**config.mk**
```make
export PLATFORM = sky130hd
export DESIGN_NAME = ram_arb_flat
export DESIGN_NICKNAME = d
export VERILOG_FILES = /design/src/rtl/ram_arb_pkg.sv /design/src/rtl/ram_arb_if.sv /design/src/rtl/ram_arb.sv /design/src/flat_wrapper.sv
export SDC_FILE = /design/constraint.sdc
export NUM_CORES = 1
export LEC_CHECK = 0
export BUFFER_PORTS_ARGS = -buffer_cell sky130_fd_sc_hd__buf_2
export CORE_AREA = 2 2 99 101
export CTS_CLUSTER_DIAMETER = 100
export DETAILED_ROUTE_END_ITERATION = 6
export DIE_AREA = 0 0 101 103
export GPL_TIMING_DRIVEN = 0
export REMOVE_ABC_BUFFERS = 1
export SETUP_SLACK_MARGIN = 0.2
export SLEW_MARGIN = 20
export SYNTH_ARGS = -nofsm -noshare
export SYNTH_HDL_FRONTEND = slang
export SYNTH_SLANG_ARGS = --single-unit
```
**constraint.sdc**
```tcl
create_clock -name clk -period 2.83 [get_ports clk]
set_input_delay 0.4245 -clock clk [delete_from_list [all_inputs] [get_ports clk]]
set_output_delay 0.4245 -clock clk [all_outputs]
set_load 0.01 [all_outputs]
```
**src/rtl/ram_arb_pkg.sv**
```systemverilog
// Shared types and constants for the two-requester RAM arbiter.
package ram_arb_pkg;

  // Which requester a pending read response belongs to.
  typedef enum logic {
    OWN_M0 = 1'b0,
    OWN_M1 = 1'b1
  } owner_e;

  // Default bound on how long the loader (m1) may be starved by the core (m0).
  localparam int MAX_WAIT_DEFAULT = 8;

  // Width of the starvation counter; MAX_WAIT must fit in it (1..255).
  localparam int WAIT_CNT_W = 8;

endpackage

```
**src/rtl/ram_arb_if.sv**
```systemverilog
// One requester's access port: request/handshake plus read response.
interface ram_arb_if #(
  parameter int XLEN         = 32,
  parameter int RAM_ADDR_LEN = 14
);

  logic                    req;
  logic [XLEN/8-1:0]       we;
  logic [RAM_ADDR_LEN-1:0] addr;
  logic [XLEN-1:0]         wdata;
  logic                    gnt;
  logic                    rvalid;
  logic [XLEN-1:0]         rdata;

  // Requester side.
  modport master (
    output req, we, addr, wdata,
    input  gnt, rvalid, rdata
  );

  // Arbiter side.
  modport slave (
    input  req, we, addr, wdata,
    output gnt, rvalid, rdata
  );

endinterface

```
**src/rtl/ram_arb.sv**
```systemverilog
// Arbitrates the core data port (m0) and the UART loader (m1) onto a
// single-port RAM. m0 normally wins; m1 is guaranteed access after MAX_WAIT
// stalled cycles, and gets exclusive access while lock is high. Read data
// returns one cycle after the grant, routed by a registered owner tag.
module ram_arb
  import ram_arb_pkg::*;
#(
  parameter int XLEN         = 32,
  parameter int RAM_ADDR_LEN = 14,
  parameter int MAX_WAIT     = MAX_WAIT_DEFAULT
) (
  input  logic                    clk,
  input  logic                    rstb,
  input  logic                    lock,
  ram_arb_if.slave                m0,
  ram_arb_if.slave                m1,
  output logic                    ram_en,
  output logic [XLEN/8-1:0]       ram_we,
  output logic [RAM_ADDR_LEN-1:0] ram_addr,
  output logic [XLEN-1:0]         ram_wdata,
  input  logic [XLEN-1:0]         ram_rdata
);

  localparam logic [WAIT_CNT_W-1:0] MAX_WAIT_CNT = WAIT_CNT_W'(MAX_WAIT);

  logic                  m0_gnt;
  logic                  m1_gnt;
  logic                  m0_rvalid;
  logic                  m1_rvalid;

  logic [WAIT_CNT_W-1:0] wait_cnt_q, wait_cnt_d;
  logic                  pending_q,  pending_d;
  owner_e                owner_q,    owner_d;

  // Grant selection: combinational from requests, lock and the wait counter.
  always_comb begin
    // NOTE: every output of a combinational block gets a default first, so no
    // path through the ifs can leave it unassigned and infer a latch.
    m0_gnt = 1'b0;
    m1_gnt = 1'b0;
    // Reset is asynchronous, so the grant is gated directly by rstb rather
    // than waiting for a clock edge to suppress it.
    if (rstb) begin
      if (lock) begin
        m1_gnt = m1.req;
      end else if ((wait_cnt_q == MAX_WAIT_CNT) && m1.req) begin
        m1_gnt = 1'b1;
      end else if (m0.req) begin
        m0_gnt = 1'b1;
      end else if (m1.req) begin
        m1_gnt = 1'b1;
      end
    end
  end

  // RAM port A mux: command fields follow the granted requester.
  always_comb begin
    ram_en    = m0_gnt | m1_gnt;
    ram_we    = '0;
    ram_addr  = m0.addr;
    ram_wdata = m0.wdata;
    if (m1_gnt) begin
      ram_we    = m1.we;
      ram_addr  = m1.addr;
      ram_wdata = m1.wdata;
    end else if (m0_gnt) begin
      ram_we = m0.we;
    end
  end

  // Next state: starvation counter and the one-deep read response tag.
  always_comb begin
    wait_cnt_d = wait_cnt_q;
    if (lock || !m1.req || m1_gnt) begin
      wait_cnt_d = '0;
    end else if (wait_cnt_q < MAX_WAIT_CNT) begin
      wait_cnt_d = wait_cnt_q + 1'b1;
    end

    // A new tag is captured every cycle, which keeps back-to-back reads of
    // mixed ownership aligned with the data the RAM returns.
    pending_d = ram_en && (ram_we == '0);
    owner_d   = m1_gnt ? OWN_M1 : OWN_M0;
  end

  // State registers; reset drops any in-flight read response.
  always_ff @(posedge clk or negedge rstb) begin
    if (!rstb) begin
      wait_cnt_q <= '0;
      pending_q  <= 1'b0;
      owner_q    <= OWN_M0;
    end else begin
      // NOTE: non-blocking assignments here so every flop samples the values
      // from before the edge, independent of statement order.
      wait_cnt_q <= wait_cnt_d;
      pending_q  <= pending_d;
      owner_q    <= owner_d;
    end
  end

  // Response routing: only the tagged owner sees valid data, the other gets 0.
  always_comb begin
    m0_rvalid = pending_q && (owner_q == OWN_M0);
    m1_rvalid = pending_q && (owner_q == OWN_M1);
  end

  assign m0.gnt    = m0_gnt;
  assign m1.gnt    = m1_gnt;
  assign m0.rvalid = m0_rvalid;
  assign m1.rvalid = m1_rvalid;
  assign m0.rdata  = m0_rvalid ? ram_rdata : '0;
  assign m1.rdata  = m1_rvalid ? ram_rdata : '0;

endmodule

```
**src/flat_wrapper.sv**
```systemverilog
// flat-port wrapper written by rule: the top's interface ports become plain ports
module ram_arb_flat import ram_arb_pkg::*;
#(
  parameter int XLEN         = 32,
  parameter int RAM_ADDR_LEN = 14,
  parameter int MAX_WAIT     = MAX_WAIT_DEFAULT
)
  (clk, rstb, lock, ram_en, ram_we, ram_addr, ram_wdata, ram_rdata, m0_req, m0_we, m0_addr, m0_wdata, m0_gnt, m0_rvalid, m0_rdata, m1_req, m1_we, m1_addr, m1_wdata, m1_gnt, m1_rvalid, m1_rdata);
  ram_arb_if #(.XLEN(XLEN), .RAM_ADDR_LEN(RAM_ADDR_LEN)) m0_i ();
  ram_arb_if #(.XLEN(XLEN), .RAM_ADDR_LEN(RAM_ADDR_LEN)) m1_i ();
  input  logic clk;
  input  logic rstb;
  input  logic lock;
  output logic ram_en;
  output logic [XLEN/8-1:0] ram_we;
  output logic [RAM_ADDR_LEN-1:0] ram_addr;
  output logic [XLEN-1:0] ram_wdata;
  input  logic [XLEN-1:0] ram_rdata;
  input wire logic [$bits(m0_i.req)-1:0] m0_req;
  input wire logic [$bits(m0_i.we)-1:0] m0_we;
  input wire logic [$bits(m0_i.addr)-1:0] m0_addr;
  input wire logic [$bits(m0_i.wdata)-1:0] m0_wdata;
  output wire logic [$bits(m0_i.gnt)-1:0] m0_gnt;
  output wire logic [$bits(m0_i.rvalid)-1:0] m0_rvalid;
  output wire logic [$bits(m0_i.rdata)-1:0] m0_rdata;
  input wire logic [$bits(m1_i.req)-1:0] m1_req;
  input wire logic [$bits(m1_i.we)-1:0] m1_we;
  input wire logic [$bits(m1_i.addr)-1:0] m1_addr;
  input wire logic [$bits(m1_i.wdata)-1:0] m1_wdata;
  output wire logic [$bits(m1_i.gnt)-1:0] m1_gnt;
  output wire logic [$bits(m1_i.rvalid)-1:0] m1_rvalid;
  output wire logic [$bits(m1_i.rdata)-1:0] m1_rdata;
  assign m0_i.req = m0_req;
  assign m0_i.we = m0_we;
  assign m0_i.addr = m0_addr;
  assign m0_i.wdata = m0_wdata;
  assign m0_gnt = m0_i.gnt;
  assign m0_rvalid = m0_i.rvalid;
  assign m0_rdata = m0_i.rdata;
  assign m1_i.req = m1_req;
  assign m1_i.we = m1_we;
  assign m1_i.addr = m1_addr;
  assign m1_i.wdata = m1_wdata;
  assign m1_gnt = m1_i.gnt;
  assign m1_rvalid = m1_i.rvalid;
  assign m1_rdata = m1_i.rdata;
  ram_arb #(.XLEN(XLEN), .RAM_ADDR_LEN(RAM_ADDR_LEN), .MAX_WAIT(MAX_WAIT)) u_core (.clk(clk), .rstb(rstb), .lock(lock), .m0(m0_i), .m1(m1_i), .ram_en(ram_en), .ram_we(ram_we), .ram_addr(ram_addr), .ram_wdata(ram_wdata), .ram_rdata(ram_rdata));
endmodule
```
; ---- Yosys cells after proc, flatten, opt, wreduce, memory -nomap -nowiden
; Cells that the tools add are included.
[op_classes]
bitwise = 2
magnitude_cmp = 1
reduce_logical = 9
n_addsub = 1
eq_ne = 1
mux = 18
[op_table]
columns = op, n
row1 = 32-bit two-way mux, 3
row2 = 8-bit two-way mux, 2
row3 = 14-bit two-way mux, 1
row4 = 1-bit two-way mux, 10
row5 = 8-bit by 1-bit adder with 8-bit output (second input constant), 1
row6 = 8-bit by 4-bit equality test with 1-bit output (second input constant), 1
row7 = 8-bit by 4-bit less-than comparator with 1-bit output (second input constant), 1
row8 = 4-bit two-way mux, 2
row9 = 1-bit logical AND, 4
row10 = 4-bit logical NOT, 1
row11 = 1-bit logical OR, 2
row12 = 2-bit nonzero test, 1
row13 = 1-bit logical NOT, 1
row14 = 1-bit inverter, 1
row15 = 1-bit bitwise OR, 1
[totals]
register_bits = 10
wordCells = 35

; ---- Depth between registers and ports, before layout
[logic_depth]
word_depth = 9
ltp_mapped = 8
depth_no_buf = 6

; ---- Worst setup path before layout
; OpenSTA, ideal clock, no wires.
[synth_path]
path_type = reg-to-output
from = register u_core.wait_cnt_q[6]
to = output port ram_wdata[27]
path_buffers = 3
slack_ps = 472
stages_incl_launch_ff = 8
arrival_time_ps = 1934
path_cell_list = dfrtp_1 -> or4_4 -> buf_6 -> o21ai_2 -> and3_4 -> buf_12 -> buf_12 -> mux2_1
[synth_via]
elab_chain_cells = 6
[synth_rtl]
columns = element, line
row1 = "start, declared", ram_arb.sv:31  ; logic [WAIT_CNT_W-1:0] wait_cnt_q, wait_cnt_d;
row2 = "start signal, assigned", ram_arb.sv:95  ; wait_cnt_q <= wait_cnt_d;
row3 = 8-bit by 4-bit equality test with 1-bit output, ram_arb.sv:46  ; end else if ((wait_cnt_q == MAX_WAIT_CNT) && m1.req) begin
row4 = 1-bit logical AND, ram_arb.sv:46
row5 = 1-bit two-way mux, ram_arb.sv:46
row6 = 1-bit two-way mux, ram_arb.sv:44  ; if (lock) begin
row7 = 1-bit two-way mux, ram_arb.sv:43  ; if (rstb) begin
row8 = net m1_gnt, flat_wrapper.sv:30  ; output wire logic [$bits(m1_i.gnt)-1:0] m1_gnt;
row9 = 32-bit two-way mux, ram_arb.sv:62  ; if (m1_gnt) begin
row10 = "end, declared", flat_wrapper.sv:17  ; output logic [XLEN-1:0] ram_wdata;
; The timed path passes the listed nets, and every way through them passes these cells.

; ---- Worst setup path after layout
[layout_path]
from = register u_core.wait_cnt_q[5]
to = output port ram_wdata[15]
[layout_via]
elab_chain_cells = 6
[layout_rtl]
columns = element, line
row1 = 8-bit by 4-bit equality test with 1-bit output, ram_arb.sv:46
row2 = 1-bit logical AND, ram_arb.sv:46
row3 = 1-bit two-way mux, ram_arb.sv:46
row4 = 1-bit two-way mux, ram_arb.sv:44
row5 = 1-bit two-way mux, ram_arb.sv:43
row6 = 32-bit two-way mux, ram_arb.sv:62
; Every way passes these cells.

==> reports/qor.yml <==
outcome:
  outcome: "complete, no violations"
floorplanning:
  ioPinCount: 256
  die_w_um: 101
  coreArea_sq_um: 9459
  start_util_pct: 18.78
  dieArea_sq_um: 10400
  fp-row-count: 36
  dieHeight_um: 103
logic_synthesis:
  synth_cells: 178
  synth_cell_type_count: 33
  synth_flop_cell: "dfrtp_1"
  synth_seq_cells: 10
  syn_avg_cell_area_sq_um: 9.981
  synth_edf_count: 0
  ys.warnings.count: 0
  ys_async_sr_fraction_pct: 100.0
  yosysSeqAreaShare_pct: 14.08
  syn_area_sq_um: 1777
pwr:
  ir_worst_vdd_mv: 0.1148
  clkPwrFrac_pct: 24.8
  internal_power_mw: 0.5154
  pwr-share-seq_pct: 20.5
  power.switching_mw: 0.2296
  leakage_nw: 2.176
  total_power_mw: 0.7450
  p_per_area_nw_per_um2: 214.3
  comb_power_share_pct: 54.7
  switching_share_pct: 30.82
worst_hold_path:
  hold_class: "in -> async"
cts:
  tritoncts: "built"
  cts-root-buf: "clkbuf_8"
  numCtsBuffers: 3
  clock_sinks: 10
  htreeDepth: 1
  clock_path_buffers: 2
  clkSlewWorstSetupHoldPaths_ns: 0.05
  insertion_delay_ns: 0.24
finish:
  multi_input_area_sq_um: 1424
  drive_gt1_share_pct: 75.23
  diodes: 0
  final_net_count: 576
  fill_cells: 943
  final_util_pct: 36.76
  syn2layout_area_growth_pct: 95.70
  regArea_sq_um: 250.2
  stdcell_area_sq_um: 3477
sta:
  worst_pin_slew_ns: 0.7513
  rsz0062_at_grt: "true"
  setup_violations: 0
  finalWorstPathRequiredPeriod_ns: 2.707
  hold_viol_final: 0
  slew_headroom_pct: 49.92
  post-route-period-util_pct: 95.65
  fmax_mhz: 369.4
  slew_violations: 0
  fin_worst_skew_ns: 0.004176
grt:
  grt_first_pass_wirelength_mm: 10.65
  grt_max_degree: 35
  globalRouteOverflowTotal: 0
  track_usage_pct: 13.51
  first_global_vias: 2031
  antenna_found_initial: 0
placement:
  place_hpwl_mm: 6.530
  port-buffer-count: 255
  placed_cell_area_sq_um: 3048
  gp_congestion: 0.8241
setup_path:
  end_kind: "output port"
  ff2ff_setup_slack_ns: 0.77
  worstSetupStartpointType: "flip-flop"
  worst-setup-path-type: "reg -> out"
  worstPathCellList: "or4_4, o21ai_4, buf_6, and3_4, buf_12, mux2_4, buf_2"
  cpPeakStageDelay_ns: 0.56
  required_ns: 2.41
  arrival_ns: 2.28
  cp_slowest_cell: "or4_4"
  critPathMaxFanout: 9
detailed_routing:
  first_iter_violations: 74
  wl_per_cell_um: 15.82
  dr.pass1.iters: 4
  routed-via-count: 2380
  vias_per_cell: 4.327
  ant_nets: 0
  drcViolationCount: 0
  wl_mm: 8.703
flow_run:
  maxCapViolations: 0
-- sequential cells by signal, summed over array words and instances (netlist names) --
name	flops
u_core.owner_q	1
u_core.pending_q	1
u_core.wait_cnt_q	8
-- metal layers --
layer | global-route usage, % | vias to the layer above | routed length [um]
met5 | 0 | - | 0
met4 | 1.455 | 0 | 23
met3 | 1.627 | 4 | 652
met2 | 25.74 | 156 | 4525
met1 | 16.80 | 1068 | 3501
li1 | - | 1152 | -
-- critical path: cells and delay by family, from the launching register on --
family	cells	cell delay [ns]
and+or+nand+nor	2	0.78
buffers and inverters	3	0.43
DFF	1	0.37
muxes	1	0.30
AOI/OAI and AO/OA	1	0.16
-- cells in the mapped netlist (all sizes together) (2+ instances only) --
| cell | number | area, sq um |
|---|---|---|
| ha | 2 | 25.02 |
| and3 | 33 | 211.5 |
| a22o | 4 | 35.03 |
| and2 | 38 | 239.0 |
| xnor2 | 2 | 17.52 |
| clkbuf | 9 | 33.78 |
| buf | 7 | 131.4 |
| dfrtp | 10 | 250.2 |
| o21a | 2 | 15.01 |
| o21ai | 3 | 18.77 |
| inv | 3 | 11.26 |
| nor2 | 6 | 22.52 |
| mux2 | 46 | 668.1 |
-- area by class of cell --
type                    count  area share [%]
multi-input cells         153           40.95
clock buffers               4           1.583
flip-flops and latches     10           7.197
well taps                 114           4.102
repair buffers            266           45.84
inverters                   3          0.3239
-- what timing repair did --
item                                    4_1_cts  5_1_grt
gates resized for setup                      12       26
cloned                                        4        1
hold buffers                                  0        0
endpoints found under the setup margin       51       50
pin swaps                                     4        0
setup buffers                                 8        1
-- cell usage in the layout (no fill, tap or decap), types with 3 or more instances in the layout --
| cell | instances |
|---|---|
| a22o_1 | 4 |
| and2_1 | 36 |
| and3_1 | 32 |
| and3_4 | 4 |
| buf_12 | 4 |
| buf_2 | 231 |
| buf_4 | 3 |
| buf_6 | 26 |
| clkbuf_8 | 4 |
| dfrtp_1 | 10 |
| inv_1 | 3 |
| mux2_4 | 46 |
| nor2_1 | 6 |
-- cell families (layout without fill, tap and decap cells) --
group / Yosys count / after routing / synth area share [%]
flops: 10 / 10 / 14.08
xor+xnor: 2 / 2 / 0.9861
mux: 46 / 46 / 37.61
fa+ha+maj: 2 / 2 / 1.408
compound gates: 14 / 14 / 6.197
buf+inv: 19 / 273 / 9.930
simple gates: 85 / 89 / 29.79
-- final timing paths --
check,startpoint,to,cells after the start
max in group asynchronous,rstb,u_core.pending_q$_DFF_PN0_,1
min in group clk,u_core.wait_cnt_q[5]$_DFFE_PN0P_,u_core.wait_cnt_q[5]$_DFFE_PN0P_,1
hold / removal,rstb,u_core.wait_cnt_q[2]$_DFFE_PN0P_,1
hold reg to reg,u_core.wait_cnt_q[5]$_DFFE_PN0P_,u_core.wait_cnt_q[5]$_DFFE_PN0P_,1
setup reg to reg,u_core.wait_cnt_q[5]$_DFFE_PN0P_,u_core.pending_q$_DFF_PN0_,5
setup / recovery,u_core.wait_cnt_q[5]$_DFFE_PN0P_,ram_wdata[15],7
-- power by group through the flow --
stage / combinational, mW / sequential [mW] / clock (mW)
after floorplan: 0.153 / 0.153 / 0
after global placement: 0.322 / 0.155 / 0
after detailed placement: 0.328 / 0.155 / 0
after CTS: 0.372 / 0.153 / 0.188
after global routing: 0.436 / 0.154 / 0.193
final: 0.408 / 0.153 / 0.185
-- through the flow --
stage | worst slack [ns] | TNS (ns) | hold slack (ns) | cells
floorplan | 0.2116 | 0 | 0.1289 | 162
global placement | -0.1237 | -3.423 | 0.3281 | 531
detailed placement | -0.06713 | -0.7031 | 0.3322 | 532
CTS | 0.1166 | 0 | 0.1166 | 548
global route | 0.04835 | 0 | 0.1276 | 550
finish | 0.1230 | 0 | 0.1048 | 550
Note: power is estimated with default switching activity, not from simulation.
